$ cat config.mk
export PLATFORM = sky130hd
export DESIGN_NAME = store_buffer
export DESIGN_NICKNAME = d
export VERILOG_FILES = /design/src/rtl/sb_pkg.sv /design/src/rtl/sb_match.sv /design/src/rtl/store_buffer.sv
export SDC_FILE = /design/constraint.sdc
export NUM_CORES = 1
export LEC_CHECK = 0
export CELL_PAD_IN_SITES_DETAIL_PLACEMENT = 0
export CELL_PAD_IN_SITES_GLOBAL_PLACEMENT = 2
export CORE_AREA = 2 2 288 176
export DETAILED_ROUTE_END_ITERATION = 8
export DIE_AREA = 0 0 290 178
export PLACE_DENSITY = 0.76
export SETUP_SLACK_MARGIN = 0.2
export SLEW_MARGIN = 30
export SYNTH_ARGS = -nofsm -noshare
export SYNTH_HDL_FRONTEND = slang
export SYNTH_SLANG_ARGS = --single-unit
export TNS_END_PERCENT = 50
$ cat constraint.sdc
create_clock -name clk -period 4.3 [get_ports clk]
set_clock_uncertainty 0.2 [all_clocks]
set_input_delay 0.86 -clock clk [delete_from_list [all_inputs] [get_ports clk]]
set_output_delay 0.86 -clock clk [all_outputs]
set_load 0.02 [all_outputs]
$ cat src/rtl/sb_pkg.sv
// Shared sizing constants and entry type for the store buffer.
// Widths here are the defaults; modules re-derive widths from their own parameters.
package sb_pkg;

    localparam int SB_DEPTH = 4;
    localparam int SB_AW    = 32;
    localparam int SB_DW    = 32;
    localparam int WORD_LSB = 2;
    localparam int PTR_W    = $clog2(SB_DEPTH);
    localparam int CNT_W    = PTR_W + 1;

    typedef struct packed {
        logic [SB_AW-1:0] addr;
        logic [SB_DW-1:0] data;
    } sb_entry_t;

endpackage

$ cat src/rtl/sb_match.sv
// Word-address compare over the live FIFO window, walking oldest to youngest
// so the last hit found is the youngest matching store.
module sb_match
    import sb_pkg::*;
#(
    parameter int DEPTH = SB_DEPTH,
    parameter int WAW   = SB_AW - WORD_LSB
) (
    input  logic [DEPTH-1:0][WAW-1:0]   waddr_i,
    input  logic [WAW-1:0]              qaddr_i,
    input  logic [$clog2(DEPTH)-1:0]    head_i,
    input  logic [$clog2(DEPTH):0]      count_i,
    output logic                        hit_o,
    output logic [$clog2(DEPTH)-1:0]    idx_o
);

    localparam int PW = $clog2(DEPTH);
    localparam int CW = PW + 1;

    logic [PW-1:0] pos;

    always_comb begin
        hit_o = 1'b0;
        idx_o = head_i;
        pos   = head_i;
        for (int k = 0; k < DEPTH; k++) begin
            pos = head_i + PW'(k);
            if ((CW'(k) < count_i) && (waddr_i[pos] == qaddr_i)) begin
                hit_o = 1'b1;
                idx_o = pos;
            end
        end
    end

endmodule

$ cat src/rtl/store_buffer.sv
// CPU-to-memory store FIFO with valid/ready drain.
// Define STORE_FWD_EN to forward loads from pending stores instead of stalling.
module store_buffer
    import sb_pkg::*;
#(
    parameter int DEPTH = SB_DEPTH,
    parameter int AW    = SB_AW,
    parameter int DW    = SB_DW
) (
    input  logic          clk,
    input  logic          rstN,
    input  logic          cpuWe,
    input  logic          cpuRe,
    input  logic [AW-1:0] cpuAddr,
    input  logic [DW-1:0] cpuWData,
    output logic [DW-1:0] cpuRData,
    output logic          stall,
    output logic          memValid,
    input  logic          memReady,
    output logic [AW-1:0] memAddr,
    output logic [DW-1:0] memWData,
    output logic [AW-1:0] memRAddr,
    input  logic [DW-1:0] memRData
);

    localparam int PW  = $clog2(DEPTH);
    localparam int CW  = PW + 1;
    localparam int WAW = AW - WORD_LSB;

    typedef struct packed {
        logic [AW-1:0] addr;
        logic [DW-1:0] data;
    } entry_t;

    entry_t [DEPTH-1:0]      ent_q;
    logic   [PW-1:0]         head_q, head_d;
    logic   [PW-1:0]         tail_q, tail_d;
    logic   [CW-1:0]         count_q, count_d;
    logic                    full;
    logic                    do_enq;
    logic                    do_deq;
    logic [DEPTH-1:0][WAW-1:0] waddr;
    logic                    hit;
    logic [PW-1:0]           hit_idx;

    assign full     = (count_q == CW'(DEPTH));
    assign memValid = (count_q != '0);
    // A full buffer never takes a store even if the head drains this cycle.
    assign do_enq   = cpuWe && !full;
    assign do_deq   = memValid && memReady;
    assign memAddr  = memValid ? ent_q[head_q].addr : '0;
    assign memWData = memValid ? ent_q[head_q].data : '0;
    assign memRAddr = cpuAddr;

    always_comb begin
        for (int i = 0; i < DEPTH; i++) begin
            waddr[i] = ent_q[i].addr[AW-1:WORD_LSB];
        end
    end

    sb_match #(
        .DEPTH (DEPTH),
        .WAW   (WAW)
    ) u_match (
        .waddr_i (waddr),
        .qaddr_i (cpuAddr[AW-1:WORD_LSB]),
        .head_i  (head_q),
        .count_i (count_q),
        .hit_o   (hit),
        .idx_o   (hit_idx)
    );

    always_comb begin
        head_d  = head_q;
        tail_d  = tail_q;
        count_d = count_q;
        if (do_deq) begin
            head_d = head_q + PW'(1);
        end
        if (do_enq) begin
            tail_d = tail_q + PW'(1);
        end
        unique case ({do_enq, do_deq})
            2'b10:   count_d = count_q + CW'(1);
            2'b01:   count_d = count_q - CW'(1);
            default: count_d = count_q;
        endcase
    end

    always_ff @(posedge clk or negedge rstN) begin
        if (!rstN) begin
            head_q  <= '0;
            tail_q  <= '0;
            count_q <= '0;
        end else begin
            head_q  <= head_d;
            tail_q  <= tail_d;
            count_q <= count_d;
        end
    end

    always_ff @(posedge clk) begin
        if (do_enq) begin
            ent_q[tail_q] <= '{addr: cpuAddr, data: cpuWData};
        end
    end

`ifdef STORE_FWD_EN
    assign cpuRData = (cpuRe && hit) ? ent_q[hit_idx].data : memRData;
    assign stall    = cpuWe && full;
`else
    logic unused_idx;
    assign unused_idx = ^hit_idx;
    // Hold a load until every older store to its word has reached memory.
    assign cpuRData   = memRData;
    assign stall      = (cpuWe && full) || (cpuRe && hit);
`endif

endmodule
* Word level (Yosys, flattened, before mapping)
Index checks and enable logic that the tools add are counted. Widths: inputs -> output; s select.
Cells by class: muxes and demuxes 20, divide/modulo/power cells 0, order comparisons 10, shift operators 0, equal/unequal tests 7, add/subtract/negate cells 6, multipliers 0, reduce and logical (&&, ||, !) cells 13, bitwise operators 0
Operator list (number):
- $bwmux 256 | 1
- $bmux 30 s2 | 4
- $bmux 64 s2 | 1
- $demux 64 s2 | 1
- $mux 64 | 2
- $eq 30x30->1 | 4
- $mux 30 | 4
- $mux 32 | 2
- $lt 2x3->1 const B | 5
- $logic_and 1x1->1 | 9
- $lt 1x3->1 const A | 2
- $lt 2x3->1 const A | 2
- $pmux 3 s2 | 1
- $add 2x1->2 const B | 2
- $add 2x2->2 const B | 2
- $mux 1 | 4
- $add 3x1->3 const B | 1
- $eq 3x3->1 const B | 1
- $reduce_bool 3->1 | 1
- $sub 3x1->3 const B | 1
- $eq 2x1->1 const B | 1
- $eq 2x2->1 const B | 1
- $ge 2x1->1 const B | 1
- $reduce_bool 2->1 | 1
- other kinds (2) | 2
Storage, ports and cells: memories 0, bits in latches 0, RAM bits 0, input port bits 101, logic and storage cells 67, bits in read-only memories 0, output and inout bits 130, flip-flop bits (word level) 263

* Longest topological paths before layout
Gate-level depths: netlist of run 1.
word-level depth 10, mapped depth 12, mapped depth without buffers 9

* By module
From an unflattened synthesis of run 1, not the netlist that was laid out.
Second synthesis, totals: cell total of the unflattened synthesis 1009, area, all modules 14996.9 µm²
By module, submodules not included:
- store_buffer | area an instance 10557.6 µm², instances 1, cells each 507, seq. area each 7862.5 µm²
- sb_match | area an instance 4439.3 µm², instances 1, cells each 502, seq. area each 0.0 µm²

* Least setup slack after synthesis of run 1
Ideal clock, no wire load.
path kind input to output, start point input port cpuAddr[29], end point output port stall, path slack 756 ps, arrival time 2484 ps, path buffers 1, required time 3240 ps, cell stages on the path 7, cell sequence buf_1 xor2_1 o211ai_1 or4_1 a2111oi_1 a311oi_1 nand2_1
Between the ends: longest elaborated chain between the ends 8, elaborated cells between the ends (all ways) 14, classes of those cells eq/ne: 4; mux: 4; reduce/logical: 6
Ends and longest elaborated chain:
- from (decl) | line store_buffer.sv:14 | input logic [AW-1:0] cpuAddr,
- $eq 30x30->1 | line sb_match.sv:28 | if ((CW'(k) < count_i) && (waddr_i[pos] == qaddr_i)) begin
- $logic_and 1x1->1 | line sb_match.sv:28
- $mux 1 (3 in a row) | line sb_match.sv:28
- $mux 1 (*) | line sb_match.sv:28
- $logic_and 1x1->1 (*) | line store_buffer.sv:116 | assign stall = (cpuWe && full) || (cpuRe && hit);
- $logic_or 1x1->1 (*) | line store_buffer.sv:116
- to (decl) | line store_buffer.sv:17 | output logic stall,
Mark *: on every way between the ends. The rest lies on a longest branch, timed or not.

* Worst setup path after layout of run 1
start point register head_q[1], end point output port stall
Between the ends: longest elaborated chain between the ends 10, elaborated cells between the ends (all ways) 25, classes of those cells add/sub: 3; eq/ne: 4; mux: 12; reduce/logical: 6
Ends and longest elaborated chain:
- from (decl) | line store_buffer.sv:36 | logic [PW-1:0] head_q, head_d;
- from (signal assigned) | line store_buffer.sv:92 | head_q <= '0;
- from (signal assigned) | line store_buffer.sv:96 | head_q <= head_d;
- $add 2x1->2 or $bmux 30 s2 (tied branches) | line sb_match.sv:27, sb_match.sv:28
- $bmux 30 s2 or $mux 30 (tied branches) | line sb_match.sv:28
- $mux 30 (not written as such) or $eq 30x30->1 (tied branches) | line sb_match.sv:28
- $eq 30x30->1 or $logic_and 1x1->1 (tied branches) | line sb_match.sv:28
- $logic_and 1x1->1 or $mux 1 (tied branches) | line sb_match.sv:28
- $mux 1 (2 in a row) | line sb_match.sv:28
- $mux 1 (*) | line sb_match.sv:28
- $logic_and 1x1->1 (*) | line store_buffer.sv:116
- $logic_or 1x1->1 (*) | line store_buffer.sv:116
Mark *: on every way between the ends. The rest lies on a longest branch, timed or not. The select of a mux whose other input is x is not followed.

==> results of run 1 <==
worst min path at each step:
stage	from	end	slack (ns)	depth (start not counted)
after floorplan	count_q[1]	count_q[1]	0.33	2
after global placement	count_q[1]	count_q[1]	0.40	2
after detailed placement	count_q[1]	count_q[1]	0.39	2
after CTS	rstN	head_q[1]	0.37	1
after global routing	rstN	head_q[1]	0.39	1
final	rstN	head_q[1]	0.40	1
routing by layer:
layer	vias up	GRT usage [%]
met5	-	0
met4	2	2.47
met3	45	6.22
met2	397	25.5
met1	5242	28.2
li1	4454	-
power by group through the flow:
stage | Combinational (uW) | Clock, uW | Sequential (uW)
finish | 8910 | 2270 | 3640
global route | 9370 | 2430 | 3690
detailed placement | 8380 | 0 | 3670
floorplan | 4580 | 0 | 3600
CTS | 8680 | 2330 | 3630
global placement | 8410 | 0 | 3640
kinds of logic after synthesis:
kind of cell / synth area share [%]
AOI/OAI and AO/OA: 5.02
xor gates and xnor gates: 6.14
muxes: 21.5
and+or+nand+nor: 6.08
buffers and inverters: 6.45
DFF: 54.0
adders and majority gates: 0.773
sequential cells by signal (all words and copies together), names as in the netlist:
signal / count
head_q: 2
tail_q: 2
count_q: 3
ent_q: 256
area by class of cell:
| class | count | area share [%] |
|---|---|---|
| multi-input combinational | 575 | 30.8 |
| antenna | 1 | 0.0128 |
| timing repair buffer | 435 | 20.4 |
| sequential | 263 | 40.1 |
| clock inverter | 17 | 0.695 |
| inverter | 16 | 0.306 |
| tap | 650 | 4.14 |
| clock buffer | 31 | 3.52 |
stage by stage:
step / util, % / std cells / power (uW) / hold slack, ns / TNS [ns]
2_1_floorplan: - / 985 / 8190 / 0.332 / 0
3_3_place_gp: 37.4 / 1923 / 12000 / 0.397 / -0.586
3_5_place_dp: 37.4 / 1923 / 12100 / 0.394 / -0.606
4_1_cts: 39.6 / 1983 / 14600 / 0.370 / -0.240
5_1_grt: 40.1 / 1988 / 15500 / 0.392 / -0.289
6_report: 40.1 / 1988 / 14800 / 0.401 / -0.214
timing repair:
item,CTS,global route
hold buffers,0,0
setup buffers,10,3
gates cloned,2,1
pin swaps,10,10
resized for setup,34,37
setup endpoints to repair,36,24
worst max-delay path: cells and delay by family (launching register included):
kind                   cells  cell delay (ns)
AOI/OAI and AO/OA          4             0.98
buffers and inverters      4             0.70
DFF                        1             0.54
muxes                      1             0.19
and+or+nand+nor            2             0.46
cells in the final DEF, fill, tap and decap left out, types with 14 or more instances in the layout:
cell / synthesis / routed
edfxtp_1: 256 / 256
buf_4: 70 / 243
clkdlybuf4s50_1: 0 / 159
mux2i_1: 99 / 85
mux4_2: 75 / 75
xnor2_1: 69 / 67
and2_1: 55 / 51
nand2_1: 41 / 40
xor2_1: 33 / 28
clkbuf_16: 0 / 28
nor2_1: 27 / 27
buf_12: 2 / 18
mux2_2: 16 / 16
mux2i_2: 1 / 14
inv_1: 15 / 14
==> impl_metrics.ini, run 1 <==
[floorplanning]
die_w_um = 290
initial_core_util_pct = 29.7
rows = 63
chipHeight_um = 178
io_pins = 231
dieArea_um2 = 51600
fp.coreArea_um2 = 49000

[setup_path]
crit_chain = buf_12 -> buf_4 -> mux2i_2 -> buf_4 -> o2bb2ai_1 -> nor4_2 -> a21oi_1 -> a2111oi_2 -> a32oi_1 -> nand2_2 -> buf_6
cpPeakStageDelay_ns = 0.54
end_kind = output pin
start_kind = flop
crit_end = stall
rr_startpoint = count_q[0]
worst_ep_arrival_time_ns = 3.45
rr_worst_depth = 6
r2r_slack_ns = 1.51
cp_common_cell = buf_4
slowest_stage = dfrtp_4
cp_max_fo = 25
crit_path_start = head_q[1]
cp.required_ns = 3.24
worstReg2RegEnd = ent_q[158]
crit_type = reg2out

[route]
drtIter0Drc = 1207
drt-met1-wl_um = 23800
viasPerCell = 5.10
dr_wl_met2_um = 19800
wl_met3_um = 4700
routed_wl_um = 48900
wl_per_cell_um = 24.6
dr.pass1.iters = 6
drc = 0
top_layer_used = met5
routed-via-count = 10140
ant_nets = 0

[job]
maxCapViolations = 0

[status]
status = finished with violations
violations = negative setup slack

[power]
clkPwrFrac_pct = 15.3
netSwitchingPower_uw = 5890
p_int_uw = 8920
power.share.sequential_pct = 24.5
p_per_area_nw_per_um2 = 755
combPwrFrac_pct = 60.2
power.leakage_uw = 0.00710
p_sw_share_pct = 39.8
ir_drop_v = 0.000455

[synthesis]
yosysSeqAreaShare_pct = 54.0
async_reset_ff_share_pct = 2.66
yosysTopAreaCell = edfxtp_1
yosysWarnings = 0
synthTopCellsByArea = edfxtp_1 53%, mux4_2 12%, mux2i_1 6.8%, xnor2_1 4.2%, buf_4 3.6%
synthCells = 985
ys.flop_type = edfxtp_1
yosysMostFrequentCell = edfxtp_1
synth_edf_count = 256
ys_ff_latch = 263
synth_area_um2 = 14600
synth_top_area_share_pct = 52.8
yosys-top-cells-count = 256 x edfxtp_1, 99 x mux2i_1, 75 x mux4_2
mappedNetlistNets = 1095
syn_area_per_cell_um2 = 14.8
synth_cell_type_count = 54

[global_route]
gr-total-overflow = 0
grt_pass1_vias = 9790
grt_antenna_before_repair = 1
grt_pass1_wl_um = 68900
grt_max_degree = 41
grt_usage_pct = 18.5

[cts]
worstSkewPairLatency_ns = 0.55
clk_path_buf_depth = 3
cts.sinks = 263
cts_tree = done
clk_pin_slew_worst_paths_ns = 0.07
cts_buffers = 27
cts_root_buf = clkbuf_16
htree_levels = 1

[placement]
place.gp.congestion = 0.974
dpl_cell_area_um2 = 18300
portBuffers = 166
dpl.hpwl_um = 36000
dp_slack_ns = -0.606

[layout]
seqCellArea_um2 = 7870
drive_above_1_share_pct = 33.8
syn_to_final_growth_pct = 34.8
multi_input_area_um2 = 6040
nets = 1428
final_area_um2 = 19600
n_fill_cell = 4576

[timing]
worst_pin_slew_ns = 0.727
fin_crit_sh_pct = 105
max_freq_mhz = 222
finalSetupViolCount = 1
slew_headroom_pct = 51.4
min_period_ns = 4.51
rsz0062_at_grt = true
finalHoldViolCount = 0
finalWorstSetupSlack_ns = -0.214
slew_viol_final = 0

[worst_hold_path]
holdCritPathClass = in2async
Power figures use the tool's default switching activity.
==> inputs of run 2 (changes only) <==
--- a/config.mk
+++ b/config.mk
@@ -5,12 +5,14 @@
 export SDC_FILE = /design/constraint.sdc
 export NUM_CORES = 1
 export LEC_CHECK = 0
+export ABC_AREA = 1
 export CELL_PAD_IN_SITES_DETAIL_PLACEMENT = 0
 export CELL_PAD_IN_SITES_GLOBAL_PLACEMENT = 2
-export CORE_AREA = 2 2 288 176
+export CORE_AREA = 2 2 293 179
+export CTS_BUF_LIST = sky130_fd_sc_hd__clkbuf_16
 export DETAILED_ROUTE_END_ITERATION = 8
-export DIE_AREA = 0 0 290 178
-export PLACE_DENSITY = 0.76
+export DIE_AREA = 0 0 295 181
+export PLACE_DENSITY = 0.87
 export SETUP_SLACK_MARGIN = 0.2
 export SLEW_MARGIN = 30
 export SYNTH_ARGS = -nofsm -noshare
==> run 2 against run 1 <==
Net effect: the run now ends clean; non-clock buffer count fell by 134; power rose by 6.5%; clock-buffer cell count fell by 2; die area rose by 3.4%; fmax rose by 6.0%; synthesized cell count rose by 91%; register-to-register slack improved by 0.07 ns; cell count rose by 40%; clock power rose by 9.3%; critical path depth rose by 6; via count rose by 33%; combinational power rose by 8.9%; largest power group unchanged.
==> impl_metrics.ini, run 2 <==
[status]
status = completed

[cts]
cts_root_buf = clkbuf_16
ctsHoldBuffers = 0
clk_pin_slew_worst_paths_ns = 0.07
cts_buffers = 28
cts.sinks = 263
cts_tree = done
htree_levels = 1
worstSkewPairLatency_ns = 0.57
clk_path_buf_depth = 3

[synthesis]
synthCells = 1877
synthTopCellsByArea = edfxtp_1 51%, nand2_1 21%, nand3_1 10%, buf_4 3.9%, nor2_1 3.0%
synth_top_area_share_pct = 51.0
yosysTopAreaCell = edfxtp_1
async_reset_ff_share_pct = 2.66
synth_cell_type_count = 23
synth_edf_count = 256
ys_ff_latch = 263
ys.flop_type = edfxtp_1
yosysMostFrequentCell = nand2_1
yosys-top-cells-count = 826 x nand2_1, 301 x nand3_1, 256 x edfxtp_1
mappedNetlistNets = 1987
synth_area_um2 = 15100
syn_area_per_cell_um2 = 8.03
yosysSeqAreaShare_pct = 52.2
yosysWarnings = 0

[power]
ir_drop_v = 0.000421
p_per_area_nw_per_um2 = 816
power.leakage_uw = 0.00827

[floorplanning]
chipHeight_um = 181
fp.coreArea_um2 = 50500
dieArea_um2 = 53400
rows = 64
die_w_um = 295
io_pins = 231
initial_core_util_pct = 29.8

[job]
maxCapViolations = 0

[timing]
finalHoldViolCount = 0
worst_pin_slew_ns = 0.709
fin_crit_sh_pct = 99.1
slew_headroom_pct = 52.8
slew_viol_final = 0
min_period_ns = 4.26
max_freq_mhz = 235
finalSetupViolCount = 0
rsz0062_at_grt = true
holdWs_ns = 0.349
tns_ns = 0

[route]
viasPerCell = 4.85
drc = 0
dr.pass1.iters = 5
wl_per_cell_um = 18.1
routed-via-count = 13450
routed_wl_um = 50200
ant_nets = 0
drtIter0Drc = 1296

[layout]
final_common_cell = nand2_1
fin_util_pct = 38.3
final_cell_mix = 816 x nand2_1, 300 x nand3_1, 256 x edfxtp_1
final_area_um2 = 19300
regMostFlops = ent_q
syn_to_final_growth_pct = 28.4
largest_register_ffs = 256
nets = 2170
finalNonFillerCells = 2774
top_regs = ent_q (256), count_q (3)
drive_above_1_share_pct = 10.7
antenna_cells = 0

[setup_path]
cp_max_fo = 19
crit_end = stall
worst_ep_arrival_time_ns = 3.20
start_kind = flop
crit_path_start = head_q[0]
end_kind = output pin
worstReg2RegEnd = count_q[2]
rr_startpoint = count_q[0]
crit_type = reg2out
rr_worst_depth = 13
r2r_slack_ns = 1.58
cp.required_ns = 3.24

[global_route]
grt_pass1_wl_um = 73200
grt_usage_pct = 17.7
grt_pass1_vias = 12533
grt_antenna_before_repair = 0
gr-total-overflow = 0
grt_max_degree = 57

[placement]
dpl.hpwl_um = 31700
portBuffers = 166
dp_cells = 2700
dpl_cell_area_um2 = 17700
place.gp.congestion = 0.848

[worst_hold_path]
holdCritPathClass = reg2reg
## run 2: cell types whose count changed after synthesis, sizes merged, moves of 24 or more
cell / previous run / this run
xor2: 33 / 3
mux2i: 100 / 0
nand2: 41 / 830
inv: 16 / 93
a31oi: 4 / 34
a22oi: 2 / 34
nand3: 8 / 301
and2: 55 / 1
buf: 106 / 130
xnor2: 69 / 2
nor2: 27 / 121
mux4: 85 / 0
## run 2: area by class of cell
type,instances,area (um2)
fillers,5089,31200
flip-flops and latches,263,7870
multi-input cells,1371,6080
repair buffers,301,3220
well taps,693,867
clock buffers,29,726
inverters,95,377
clock inverters,22,205
## run 2: timing repair
| item | in CTS | in global routing |
|---|---|---|
| endpoints found under the setup margin | 38 | 29 |
| pin swaps | 9 | 8 |
| cloned | 3 | 13 |
| setup buffers | 1 | 6 |
| gates resized for setup | 41 | 27 |
## run 2: worst min path at each step
stage / slack [ns] / start / end / depth (start not counted)
finish: 0.35 / count_q[0] / count_q[0] / 1
global route: 0.37 / rstN / count_q[1] / 1
CTS: 0.35 / count_q[0] / count_q[0] / 1
detailed placement: 0.34 / count_q[0] / count_q[0] / 1
global placement: 0.33 / count_q[1] / count_q[1] / 2
floorplan: 0.30 / count_q[1] / count_q[1] / 2
## run 2: kinds of logic (layout without fill, tap and decap cells)
kind of cell,Yosys count,after routing,share of synthesized area [%]
and+or+nand+nor,1253,1254,33.8
DFF,263,263,52.2
buffers and inverters,244,447,8.74
AOI/OAI and AO/OA,103,103,4.27
adders and majority gates,9,9,0.747
xor gates and xnor gates,5,5,0.291
## run 2: layer usage
layer / GRT usage [%] / up-vias / share of wire, %
li1: - / 6553 / -
met3: 2.78 / 54 / 7.0
met5: 0 / - / 0
met1: 27.1 / 6357 / 50
met2: 26.3 / 486 / 42
met4: 3.27 / 0 / 1.6
## run 2: power breakdown
| part | switching [uW] | total, uW | internal, uW |
|---|---|---|---|
| registers | 213 | 3610 | 3400 |
| logic | 6020 | 9700 | 3670 |
| clock network | 1070 | 2480 | 1410 |
## run 2: per-stage QoR
stage | total power, uW | setup slack (ns)
final | 15800 | 0.0404
after global routing | 16900 | -0.0802
after CTS | 15100 | 0.0765
after detailed placement | 12300 | -0.429
after global placement | 12300 | -0.519
after floorplan | 9040 | -0.132
## run 2: critical path, cell delays in order (launching register included)
cell and delay (ns):
dfrtp_4 0.55, buf_12 0.19, buf_16 0.16, nand2_1 0.08, nand3_1 0.09, nand2_2 0.13
o21ai_0 0.09, nor2_1 0.23, nand2_2 0.13, nor2_4 0.21, nand2_1 0.09, nor2_1 0.12
nor2_1 0.07, nand2_2 0.12, buf_12 0.10, nand2_1 0.04, nand2_1 0.05, buf_4 0.14
